### src/rtl/sodor5_gen_pkg.sv
// Shared constants, enums and the LFSR step function for the
// sodor5 constrained-random RV32I instruction source.
package sodor5_gen_pkg;

    localparam logic [6:0]  OPC_OP_IMM = 7'b0010011;
    localparam logic [6:0]  OPC_LOAD   = 7'b0000011;
    localparam logic [6:0]  OPC_STORE  = 7'b0100011;

    // addi x0, x0, 0
    localparam logic [31:0] INSTR_NOP  = 32'h0000_0013;
    localparam logic [31:0] LFSR_TAPS  = 32'h8020_0003;
    localparam logic [31:0] SEED_XOR   = 32'hA5A5_A5A5;

    typedef enum logic [1:0] {
        KIND_NOP   = 2'd0,
        KIND_ALUI  = 2'd1,
        KIND_LOAD  = 2'd2,
        KIND_STORE = 2'd3
    } kind_e;

    typedef enum logic {
        S_NOP = 1'b0,
        S_GEN = 1'b1
    } state_e;

    // One step of the right-shifting Galois LFSR.
    function automatic logic [31:0] lfsr_next(input logic [31:0] s);
        return s[0] ? ((s >> 1) ^ LFSR_TAPS) : (s >> 1);
    endfunction

endpackage

### src/rtl/gen_lfsr32.sv
// 32-bit Galois LFSR with a parameterised seed. An all-zero seed would
// lock the register up, so it is replaced by 32'h1.
module gen_lfsr32
    import sodor5_gen_pkg::*;
#(
    parameter logic [31:0] SEED = 32'h0000_0001
) (
    input  logic        clk,
    input  logic        reset,
    input  logic        i_step,
    output logic [31:0] o_state
);

    localparam logic [31:0] INIT = (SEED == 32'h0) ? 32'h0000_0001 : SEED;

    logic [31:0] r_state;

    // State register: load the seed on reset, advance only when asked.
    always_ff @(posedge clk) begin
        // NOTE: non-blocking assignment so every flop samples pre-edge values,
        // independent of the order in which always blocks are evaluated.
        if (reset) begin
            r_state <= INIT;
        end else if (i_step) begin
            r_state <= lfsr_next(r_state);
        end
    end

    assign o_state = r_state;

endmodule

### src/rtl/sodor5_ils_instr_gen.sv
// Constrained-random RV32I instruction source (OP-IMM, LB/LBU, SB) with a
// registered valid/ready output and optional rs1 RAW-hazard injection.
// A fixed number of NOP beats precede random generation after reset.
module sodor5_ils_instr_gen
    import sodor5_gen_pkg::*;
#(
    parameter logic [31:0] SEED       = 32'h0000_004D,
    parameter int          NOP_CYCLES = 2
) (
    input  logic        clk,
    input  logic        reset,
    input  logic        enable,
    input  logic        hazard_en,
    input  logic        instr_ready,
    output logic        instr_valid,
    output logic [31:0] instr,
    output logic [1:0]  instr_kind,
    output logic [31:0] gen_count
);

    // Counter is just wide enough to reach NOP_CYCLES (at least one bit).
    localparam int               CNT_W     = $clog2(NOP_CYCLES + 2);
    localparam logic [CNT_W-1:0] NOP_LIMIT = CNT_W'(NOP_CYCLES);

    // ---------------------------------------------------------------- state
    state_e           r_state;
    logic [CNT_W-1:0] r_nop_cnt;
    logic [31:0]      r_instr;
    logic             r_valid;
    kind_e            r_kind;
    logic [31:0]      r_gen_count;
    logic [4:0]       r_last_rd;
    logic             r_last_rd_vld;

    // ---------------------------------------------------------------- wires
    logic [31:0]      w_lfsr_a;
    logic [31:0]      w_lfsr_b;
    logic             w_accept;
    logic             w_reload;
    logic             w_step;
    logic             w_do_gen;
    logic             w_unused;

    logic [11:0]      w_imm;
    logic [11:0]      w_imm_l;
    logic [4:0]       w_rs1;
    logic [4:0]       w_rs2;
    logic [4:0]       w_rd;
    logic [2:0]       w_f3;
    logic [2:0]       w_f3l;
    logic [1:0]       w_choice;
    logic             w_coin;
    logic [31:0]      w_enc_instr;
    kind_e            w_enc_kind;
    logic             w_enc_has_rd;

    state_e           w_state_nxt;
    logic [CNT_W-1:0] w_cnt;
    logic [CNT_W-1:0] w_nop_cnt_nxt;
    logic [31:0]      w_instr_nxt;
    logic             w_valid_nxt;
    kind_e            w_kind_nxt;
    logic [4:0]       w_last_rd_nxt;
    logic             w_last_rd_vld_nxt;

    // A held beat (valid && !ready) freezes everything, including the LFSRs.
    assign w_accept = r_valid & instr_ready;
    assign w_reload = ~r_valid | instr_ready;

    // LFSR bits that no field slice consumes.
    assign w_unused = &{1'b0, w_lfsr_a[31:30], w_lfsr_b[30:17]};

    gen_lfsr32 #(
        .SEED (SEED)
    ) u_lfsr_a (
        .clk     (clk),
        .reset   (reset),
        .i_step  (w_step),
        .o_state (w_lfsr_a)
    );

    gen_lfsr32 #(
        .SEED (SEED ^ SEED_XOR)
    ) u_lfsr_b (
        .clk     (clk),
        .reset   (reset),
        .i_step  (w_step),
        .o_state (w_lfsr_b)
    );

    // Field slicing, hazard substitution and encoding of the candidate beat.
    always_comb begin
        // NOTE: every combinational output gets a default before any branch,
        // otherwise an uncovered path would infer a latch.
        w_imm        = w_lfsr_a[11:0];
        w_rs1        = w_lfsr_a[16:12];
        w_rd         = w_lfsr_a[21:17];
        w_f3         = w_lfsr_a[24:22];
        w_f3l        = w_lfsr_a[27:25] & 3'b100;
        w_choice     = w_lfsr_a[29:28];
        w_imm_l      = w_lfsr_b[11:0];
        w_rs2        = w_lfsr_b[16:12];
        w_coin       = w_lfsr_b[31];
        w_enc_instr  = INSTR_NOP;
        w_enc_kind   = KIND_NOP;
        w_enc_has_rd = 1'b0;

        // Reuse the last written register as rs1; x0 would not be a hazard.
        if (hazard_en && w_coin && r_last_rd_vld && (r_last_rd != 5'd0)) begin
            w_rs1 = r_last_rd;
        end

        // Shifts only take a 5-bit shamt; SRAI additionally keeps imm[10].
        case (w_f3)
            3'd5:    w_imm = w_imm & 12'h41F;
            3'd1:    w_imm = w_imm & 12'h01F;
            default: w_imm = w_imm;
        endcase

        if (w_choice[1]) begin
            w_enc_instr  = {w_imm, w_rs1, w_f3, w_rd, OPC_OP_IMM};
            w_enc_kind   = KIND_ALUI;
            w_enc_has_rd = 1'b1;
        end else if (w_choice[0]) begin
            w_enc_instr  = {w_imm_l[11:5], w_rs2, w_rs1, 3'b000, w_imm_l[4:0], OPC_STORE};
            w_enc_kind   = KIND_STORE;
        end else begin
            // f3l is LB (000) or LBU (100).
            w_enc_instr  = {w_imm_l, w_rs1, w_f3l, w_rd, OPC_LOAD};
            w_enc_kind   = KIND_LOAD;
            w_enc_has_rd = 1'b1;
        end
    end

    // Next-state and output-register load decisions.
    always_comb begin
        w_state_nxt       = r_state;
        w_cnt             = r_nop_cnt;
        w_nop_cnt_nxt     = r_nop_cnt;
        w_instr_nxt       = r_instr;
        w_valid_nxt       = r_valid;
        w_kind_nxt        = r_kind;
        w_last_rd_nxt     = r_last_rd;
        w_last_rd_vld_nxt = r_last_rd_vld;
        w_do_gen          = 1'b0;
        w_step            = 1'b0;

        if (w_reload) begin
            case (r_state)
                S_NOP: begin
                    if (w_accept) begin
                        w_cnt = r_nop_cnt + CNT_W'(1);
                    end
                    w_nop_cnt_nxt = w_cnt;
                    if (w_cnt == NOP_LIMIT) begin
                        w_state_nxt = S_GEN;
                        w_do_gen    = 1'b1;
                    end else begin
                        w_instr_nxt = INSTR_NOP;
                        w_valid_nxt = 1'b1;
                        w_kind_nxt  = KIND_NOP;
                    end
                end
                S_GEN: begin
                    w_do_gen = 1'b1;
                end
                default: begin
                    w_state_nxt = S_NOP;
                end
            endcase
        end

        if (w_do_gen) begin
            if (enable) begin
                w_instr_nxt = w_enc_instr;
                w_valid_nxt = 1'b1;
                w_kind_nxt  = w_enc_kind;
                w_step      = 1'b1;
                if (w_enc_has_rd) begin
                    w_last_rd_nxt     = w_rd;
                    w_last_rd_vld_nxt = 1'b1;
                end
            end else begin
                w_instr_nxt = INSTR_NOP;
                w_valid_nxt = 1'b0;
                w_kind_nxt  = KIND_NOP;
            end
        end
    end

    // FSM, NOP counter, output beat and hazard-tracking registers.
    always_ff @(posedge clk) begin
        if (reset) begin
            r_state       <= S_NOP;
            r_nop_cnt     <= '0;
            r_instr       <= INSTR_NOP;
            r_valid       <= 1'b0;
            r_kind        <= KIND_NOP;
            r_last_rd     <= 5'd0;
            r_last_rd_vld <= 1'b0;
        end else begin
            r_state       <= w_state_nxt;
            r_nop_cnt     <= w_nop_cnt_nxt;
            r_instr       <= w_instr_nxt;
            r_valid       <= w_valid_nxt;
            r_kind        <= w_kind_nxt;
            r_last_rd     <= w_last_rd_nxt;
            r_last_rd_vld <= w_last_rd_vld_nxt;
        end
    end

    // Count accepted random beats; wraps naturally at 2^32.
    always_ff @(posedge clk) begin
        if (reset) begin
            r_gen_count <= 32'd0;
        end else if (w_accept && (r_kind != KIND_NOP)) begin
            r_gen_count <= r_gen_count + 32'd1;
        end
    end

    assign instr_valid = r_valid;
    assign instr       = r_instr;
    assign instr_kind  = r_kind;
    assign gen_count   = r_gen_count;

endmodule
### config.mk
export PLATFORM = sky130hd
export DESIGN_NAME = sodor5_ils_instr_gen
export DESIGN_NICKNAME = d
export VERILOG_FILES = /design/src/rtl/sodor5_gen_pkg.sv /design/src/rtl/gen_lfsr32.sv /design/src/rtl/sodor5_ils_instr_gen.sv
export SDC_FILE = /design/constraint.sdc
export NUM_CORES = 1
export LEC_CHECK = 0
export CORE_UTILIZATION = 45
export CTS_BUF_LIST = sky130_fd_sc_hd__clkbuf_8
export DETAILED_ROUTE_END_ITERATION = 16
export PLACE_DENSITY = 0.76
export SETUP_SLACK_MARGIN = 0.5
export SLEW_MARGIN = 25
export SYNTH_ARGS = -nofsm -noshare
export SYNTH_HDL_FRONTEND = slang
export SYNTH_SLANG_ARGS = --single-unit
### constraint.sdc
create_clock -name clk -period 1.7 [get_ports clk]
set_clock_uncertainty 0.05 [all_clocks]
set_input_delay 0.255 -clock clk [delete_from_list [all_inputs] [get_ports clk]]
set_output_delay 0.255 -clock clk [all_outputs]
set_load 0.005 [all_outputs]
* Word level (Yosys, flattened, before mapping)
Index checks and enable logic that the tools add are counted.
** Cells by class
- Equal/unequal tests :: 5
- Add/sub/neg operators :: 2
- Reduce and logical (&&, ||, !) cells :: 10
- Muxes and demuxes :: 33
- Bitwise logic cells :: 6
** Operators by type and width (number)
- 2-to-1 mux 32 bit :: 8
- adder 32 x 1 -> 32 bit (second input constant) :: 1
- 2-to-1 mux 25 bit :: 1
- one-hot mux 12 bit (2 select lines) :: 1
- 2-to-1 mux 2 bit :: 9
- 2-to-1 mux 1 bit :: 12
- inverter 3 -> 4 bit :: 2
- AND reduction 3 bit :: 2
- 2-to-1 mux 5 bit :: 1
- nonzero test 5 bit :: 1
- logical AND 1 bit :: 4
- nonzero test 2 bit :: 2
- == test 3 x 1 -> 1 bit (second input constant) :: 1
- == test 3 bit (second input constant) :: 1
- adder 2 x 1 -> 2 bit (second input constant) :: 1
- == test 2 bit (second input constant) :: 1
- != test 2 x 1 -> 1 bit (second input constant) :: 1
- != test 2 bit (second input constant) :: 1
- inverter 1 bit :: 2
- one-hot mux 1 bit (2 select lines) :: 1
- AND reduction 2 bit :: 1
- AND 1 bit :: 1
- bitwise OR 1 bit :: 1
** Storage, ports and cells
- Bits of input ports :: 5
- Flip-flop bits (word level) :: 140
- Logic and storage cells :: 66
- Output and inout bits :: 67

* Longest topological paths before layout
Gate-level depths: netlist of run 1.
- Depth after elaboration :: 10
- Mapped depth :: 6

* Cells and area by module
From an unflattened synthesis of run 1, not the netlist that was laid out.
** Unflattened totals
- Cell total of the unflattened synthesis :: 621
- Area total of the unflattened synthesis :: 5788.1 sq um
** By module, submodules not included
- sodor5_ils_instr_gen :: area an instance 3370.7 sq um, cells each 408, times used 1
- gen_lfsr32 at u_lfsr_b :: area an instance 1217.4 sq um, cells each 107, times used 1
- gen_lfsr32 at u_lfsr_a :: area an instance 1199.9 sq um, cells each 106, times used 1

* Worst setup path after synthesis of run 1
No wires, ideal clock.
- Path kind :: flip-flop to flip-flop
- Start :: register r_gen_count[4], in the netlist gen_count[4]
- End :: register r_gen_count[29], in the netlist gen_count[29]
- Buffers on the path :: 2
- Path slack :: -0.053 ns
- Arrival :: 1.582 ns
- Cell stages (with the launch flop) :: 7
- Clock period less this slack :: 1.753 ns
- Cell sequence :: dfxtp_1 and4_1 buf_2 nand4_1 buf_2 nor4_2 mux2_2
** Between the ends
- Longest elaborated chain between the ends :: 1
** RTL lines
- start, declared :: RTL line sodor5_ils_instr_gen.sv:31 : logic [31:0] r_gen_count;
- start signal, assigned :: RTL line sodor5_ils_instr_gen.sv:217 : r_gen_count <= r_gen_count + 32'd1;
- adder 32 x 1 -> 32 bit :: RTL line sodor5_ils_instr_gen.sv:217
No other way between the ends.
A chain may end at the register's enable or synchronous reset.

* Final worst setup path of run 1
- Start :: register r_valid, in the netlist instr_valid
- End :: register u_lfsr_b.r_state[4], in the netlist u_lfsr_b.o_state[4]
** Between the ends
- Longest elaborated chain between the ends :: 9
- Elaborated cells between the ends (all ways) :: 11
** RTL lines
- start, declared :: RTL line sodor5_ils_instr_gen.sv:29 : logic r_valid;
- start signal, assigned :: RTL line sodor5_ils_instr_gen.sv:205 : r_valid <= w_valid_nxt;
- AND 1 bit :: RTL line sodor5_ils_instr_gen.sv:67 : assign w_accept = r_valid & instr_ready;
- 2-to-1 mux 2 bit :: RTL line sodor5_ils_instr_gen.sv:151 : if (w_accept) begin
- 2-to-1 mux 2 bit :: RTL line sodor5_ils_instr_gen.sv:149 : case (r_state)
- 2-to-1 mux 2 bit :: RTL line sodor5_ils_instr_gen.sv:148 : if (w_reload) begin
- == test 2 bit :: RTL line sodor5_ils_instr_gen.sv:155 : if (w_cnt == NOP_LIMIT) begin
- 2-to-1 mux 1 bit :: RTL line sodor5_ils_instr_gen.sv:155
- one-hot mux 1 bit (2 select lines) :: RTL line sodor5_ils_instr_gen.sv:149
- 2-to-1 mux 1 bit (*) :: RTL line sodor5_ils_instr_gen.sv:148
- 2-to-1 mux 1 bit (*) :: RTL line sodor5_ils_instr_gen.sv:173 : if (w_do_gen) begin
- end signal, assigned :: RTL line gen_lfsr32.sv:25 : r_state <= lfsr_next(r_state);
- end, declared :: RTL line gen_lfsr32.sv:16 : logic [31:0] r_state;
Mark *: on every way between the ends. The rest lies on a longest branch, timed or not. The select of a mux whose other input is x is not followed.

==> metrics, run 1 <==
DR WL met2 about 11000 um; top post-synthesis cells by area dfxtp_1 47%, nand3_1 8.1%, o21ai_0 5.9%, a21oi_1 5.8%, clkbuf_1 3.1%; met1 WL ~8300 um; worst slew pin tran between 0.8 and 0.9 ns; VDD IR max between 0.3 and 0.4 mV; Core Box Area 12210 um^2; initial core utilization ~47%; pin count of the biggest net entering global routing 65; ratio of cells with drive above 1 in the final layout 46.69%; Clock Latency Late Sink ~0.48 ns; final setup violation count a little over 80; Worst Setup Path Type flop to flop; CP endpoint kind flop; Clock power frac 36.8%; status finished with violations; internal power 4656 uW; clock sinks 135; Placement Setup Slack -0.4614 ns; CTS tree done; post-route minimum period 1.970 ns; detailed-routed wire length on met3 about 1700 um; antenna violations before repair 0; Synth-to-Final Area Change 51.47%; layout net count approximately 850; Synth area leader dfxtp_1; # rows 40; DRT Wirelength ~22000 um; # DRC 0; failing checks negative setup slack; vias post-DR about 6400; Relative slew margins around 44%; Final period util 115.9%; average size of a mapped cell between 8 and 9 um^2; TritonRoute pass-1 iters 6; pwr dens approximately 770 nW/um^2; Final Hold Fails 0; CP startpoint kind flop; Starting DRT DRC Count 832; critical path required time 1.99 ns; Slew Viols, Final 0; Num CTS Buffers 17; highest metal used met4; total grt overflow 0; setup ws final -0.2701 ns; Fin Setup TNS -3.011 ns; Clock Tree Root clkbuf_8; num ports 72; Gate Count Post-Synth between 600 and 700; port bufs between 60 and 70; Total GRT Usage approximately 28%; DIE HEIGHT about 110 um; Top FF cell, synth dfxtp_1; fmax 0.5076 GHz; commonest non-fill, non-tap cells in the layout 96 x buf_6, 78 x nand3_1, 77 x buf_4; RSZ-0062 raised after global routing yes; switch share between 20% and 30%; Comb power frac a little over an eighth; Post-Syn Area 5729 um^2; Detail Route Antenna Nets 0; post-synth top area share ~47%; Max-cap violations 0; sequential fraction of design power between 50% and 60%; Via density between 6 and 7; number of global-route vias before repair around 6000; post-DR wirelength/cell 21.16 um; Psw approximately 2000 uW; CP Max Fanout 16; Lkg Pwr between 0.003 and 0.004 uW; RePlAce Congestion approximately 0.83; worst hold path class primary input to flop; synth unique cells a little over 50; post-synthesis sequential area ratio roughly 47%; Die Area 13190 um^2; fraction of registers with async set/reset 0%; synthesized flop and latch total between 100 and 150; hpwl dp 10110 um; die extent in x roughly 110 um; yosys warns 0; most common cell after layout, fill and taps aside buf_6; H-tree depth 4; Max Root-Sink Buffers 2; global-route wire length before repair 29410 um; Post-synth EDFFs 0; crit path DAT around 2.3 ns; Clk pin slew, worst setup/hold paths 0.09 ns
-- state kept, by name, summed over array words and instances, names as in the netlist --
signal and count:
instr_valid 1, r_state 1, r_last_rd 5, u_lfsr_a.o_state 32
r_last_rd_vld 1, gen_count 32, instr 27, u_lfsr_b.o_state 32
instr_kind 2, r_nop_cnt 2
-- stage by stage --
step                hold WS [ns]  total power (uW)  instances  instance area [um^2]  utilization [%]
global route              0.2583              6835       1029                  8676            71.05
finish                    0.2377              6650       1030                  8678            71.07
floorplan                 0.3886              3872        685                  6070                -
global placement          0.3849              4005        927                  7067            57.87
detailed placement        0.3912              4037        927                  7067            57.87
CTS                       0.1969              6454       1012                  8132            66.59
-- cell families (layout without fill, tap and decap cells) --
kind of cell,after synthesis,count (layout),synth area share [%]
simple gates,231,232,20.83
compound gates,205,205,20.51
flops,135,135,47.17
buf+inv,75,250,5.612
mux,18,18,3.232
xor+xnor,15,15,2.293
other cells,2,6,0.1311
fa+ha+maj,1,1,0.2184
-- worst paths after layout --
path               start                  end  slack [ns]  depth (start not counted)
min                reset  u_lfsr_a.o_state[4]        0.24                          3
max reg2reg  instr_valid  u_lfsr_b.o_state[4]       -0.27                          5
min reg2reg     instr[5]             instr[5]        0.40                          2
max          instr_valid  u_lfsr_b.o_state[4]       -0.27                          5
-- timing repair --
action	CTS	global route
pin swaps	18	13
hold buffers	0	0
buffers inserted	51	16
setup endpoints to repair	192	195
resized for setup	420	94
gates cloned	2	1
-- synthesized netlist by cell type (all sizes together) (4+ instances only) --
cell / count
nand2: 44
or2: 6
mux2i: 14
inv: 11
o41ai: 8
a21oi: 66
nor2: 30
clkbuf: 47
dfxtp: 135
xnor2: 5
and4: 5
mux2: 4
nand4: 7
buf: 17
nand3: 94
o31ai: 9
xor2: 10
or4: 10
nor2b: 11
o21ai: 95
a31oi: 6
and3: 7
o311ai: 8
nand2b: 4
-- area by class of cell --
type	count	area (um^2)
Multi-Input combinational cell	476	3279
Inverter	11	41.29
Antenna cell	1	2.502
Fill cell	805	3533
Clock buffer	18	247.7
Clock inverter	14	103.9
Sequential cell	135	2796
Timing Repair Buffer	207	1997
Tap cell	168	210.2
-- routing by layer --
| layer | up-vias | GRT usage [%] |
|---|---|---|
| met2 | 432 | 46.59 |
| met4 | 0 | 16.36 |
| met1 | 3071 | 33.51 |
| met3 | 109 | 7.222 |
| li1 | 2791 | - |
| met5 | - | 0 |
-- power by group through the flow --
| stage | Sequential (uW) | Clock (uW) | Combinational, uW |
|---|---|---|---|
| global placement | 3390 | 0 | 614 |
| floorplan | 3380 | 0 | 495 |
| detailed placement | 3400 | 0 | 640 |
| CTS | 3320 | 2410 | 718 |
| finish | 3340 | 2440 | 865 |
| global route | 3350 | 2590 | 904 |
-- critical path, stage by stage, from the launching register on --
cell	delay (ns)
dfxtp_4	0.38
and2b_1	0.20
a221o_2	0.44
buf_8	0.21
o21ai_1	0.38
a21oi_2	0.17
No activity file was read; power rests on OpenSTA's default activity.
==> run 2, diff against run 1 <==
--- a/config.mk
+++ b/config.mk
@@ -8,6 +8,8 @@
 export CORE_UTILIZATION = 45
 export CTS_BUF_LIST = sky130_fd_sc_hd__clkbuf_8
 export DETAILED_ROUTE_END_ITERATION = 16
+export GPL_TIMING_DRIVEN = 0
+export MAX_ROUTING_LAYER = met4
 export PLACE_DENSITY = 0.76
 export SETUP_SLACK_MARGIN = 0.5
 export SLEW_MARGIN = 25
==> run 2 against run 1 <==
Net effect:
- the run still ends with negative setup slack left
- clock power is 32% higher
- die area unchanged
- largest cell class unchanged
- non-clock buffer count grew 37
- critical endpoint is now gen_count[23]
==> metrics, run 2 (same netlist as run 1, synthesis figures left out) <==
Total GRT Usage 33.84% (+5.6 points); status finished with violations; CP endpoint kind flop; clock sinks 135 (unchanged); Final period util 116.1% (+0.23 points); Clock power frac 42.2% (+5.4 points); worst hold path class flop to flop; dpl cell area 6940 um^2 (-1.8%); Synth-to-Final Area Change 67.72%; Max stage delay on crit path 0.39 ns (-0.05 ns); Max-cap violations 0 (unchanged); crit path buf inv count 2 (+1); Comb power frac 14.0% (+1.0 points); failing checks negative setup slack; Max Root-Sink Buffers 2 (unchanged); final setup violation count 116 (+43%); Starting DRT DRC Count 1028 (+24%); most common cell after layout, fill and taps aside buf_6; setup ws final -0.2739 ns (-0.003827 ns); Slew Viols, Final 0 (unchanged); Fin Setup TNS -12.94 ns (-9.925 ns); pin count of the biggest net entering global routing 17 (-74%); CP Cell Sequence and4_4 -> nand4_1 -> clkbuf_8 -> buf_4 -> o311ai_4 -> o41ai_2; layout net count 890 (+4.2%); # DRC 0 (unchanged); sequential fraction of design power 43.8% (-6.4 points); RSZ-0062 raised after global routing yes; post-route cell area 9609 um^2 (+11%); number of global-route vias before repair 6316 (+5.8%); utilization after layout 78.69% (+7.6 points); H-tree depth 4 (unchanged); initial core utilization 46.92% (unchanged); Worst Setup Path Type flop to flop; num ports 72 (unchanged); critical path required time 1.99 ns (about the same); Via density 6.610 (+6.3%); Lkg Pwr 0.003755 uW (+14%); port bufs 66 (unchanged); Core Box Area 12210 um^2 (unchanged); Clock Tree Root clkbuf_8; # rows 40 (unchanged); Num CTS Buffers 17 (unchanged); die extent in x 114.8 um (unchanged); ratio of cells with drive above 1 in the final layout 53.91% (+7.2 points); CP startpoint kind flop; DIE HEIGHT 114.8 um (unchanged); Clk pin slew, worst setup/hold paths 0.08 ns (about the same); worst slew pin tran 0.8850 ns (+0.04981 ns); Detail Route Antenna Nets 0 (unchanged); switch share 28.79% (-1.2 points); DRT Wirelength 27580 um (+27%); global-route wire length before repair 32760 um (+11%); Relative slew margins 41.00% (-3.3 points); RePlAce Congestion 0.8918 (+7.0%); Die Area 13190 um^2 (unchanged); crit path DAT 2.26 ns (about the same); pwr dens 794.4 nW/um^2 (+3.7%); slowest CP cell dfxtp_4; total grt overflow 0 (unchanged); internal power 5436 uW (+17%); post-route minimum period 1.974 ns (+0.003827 ns); Final Hold Fails 0 (unchanged); Psw 2198 uW (+10%); vias post-DR 7046 (+10%); CP Max Fanout 6 (-10); fmax 0.5066 GHz (-0.19%); commonest non-fill, non-tap cells in the layout 96 x buf_6, 70 x dfxtp_1, 66 x nand3_1; post-DR wirelength/cell 25.87 um (+22%); Clock Latency Late Sink 0.50 ns (+0.02 ns); Worst path top cell family by delay simple AND/OR/NAND/NOR gates; VDD IR max 0.8198 mV (+110%); CTS tree done; hpwl dp 11230 um (+11%); antenna violations before repair 2 (+2); TritonRoute pass-1 iters 7 (+1)
==> run 2: cell types whose count changed in the layout (fill, tap and decap cells not counted), moves of 6 or more <==
cell,before,now
nand3_1,78,66
nand3_2,13,21
clkbuf_1,0,14
dfxtp_4,5,21
clkbuf_2,1,11
buf_4,77,61
nand2_4,1,7
o21ai_1,68,35
clkbuf_8,18,34
o21ai_2,5,42
dfxtp_2,60,44
==> run 2: final cells by class <==
class	count	area [um^2]
repair buffers	180	1790
well taps	168	210.2
multi-input cells	475	3690
clock buffers	18	247.7
inverters	11	41.29
diodes	2	5.005
clock inverters	13	202.7
fillers	672	2603
flip-flops and latches	135	2836
plain buffers	64	585.6
==> run 2: metrics by stage <==
stage          hold WS [ns]  power (uW)  cells  setup slack (ns)
4_1_cts              0.3426        7274   1037          -0.06978
2_1_floorplan        0.3886        3872    685           0.01940
5_1_grt              0.4207        7739   1066           -0.3333
6_report             0.3972        7634   1066           -0.2739
3_3_place_gp         0.3848        4054    919           -0.7018
3_5_place_dp         0.3883        4075    919           -0.7524
==> run 2: final timing paths <==
path	startpoint	end	slack [ns]	depth (start not counted)
max	gen_count[12]	gen_count[23]	-0.27	6
min	instr[24]	instr[24]	0.40	2
max reg2reg	gen_count[12]	gen_count[23]	-0.27	6
min reg2reg	instr[24]	instr[24]	0.40	2
==> run 2: worst reg2reg max path: stages, from the launching register on <==
cell and delay, ns:
dfxtp_4 0.39, and4_4 0.29, nand4_1 0.20, clkbuf_8 0.25
buf_4 0.19, o311ai_4 0.29, o41ai_2 0.18
==> run 2: repair_timing <==
action / in CTS / in global routing
hold buffers: 0 / 0
pin swaps: 52 / 42
cloned: 6 / 1
endpoints found under the setup margin: 197 / 197
resized for setup: 529 / 123
setup buffers: 81 / 26
==> run 2: power groups by stage <==
stage	registers, uW	logic (uW)	clock network (uW)
finish	3340	1070	3220
detailed placement	3400	674	0
floorplan	3380	495	0
global route	3340	1090	3310
global placement	3400	659	0
CTS	3310	896	3070
==> run 2: metal layers <==
metal | up-vias | share of wire, % | GRT usage (%)
li1 | 2875 | - | -
met1 | 3280 | 34 | 38.12
met2 | 667 | 47 | 54.10
met3 | 224 | 11 | 9.067
met4 | 0 | 7.7 | 19.83
met5 | - | 0 | -
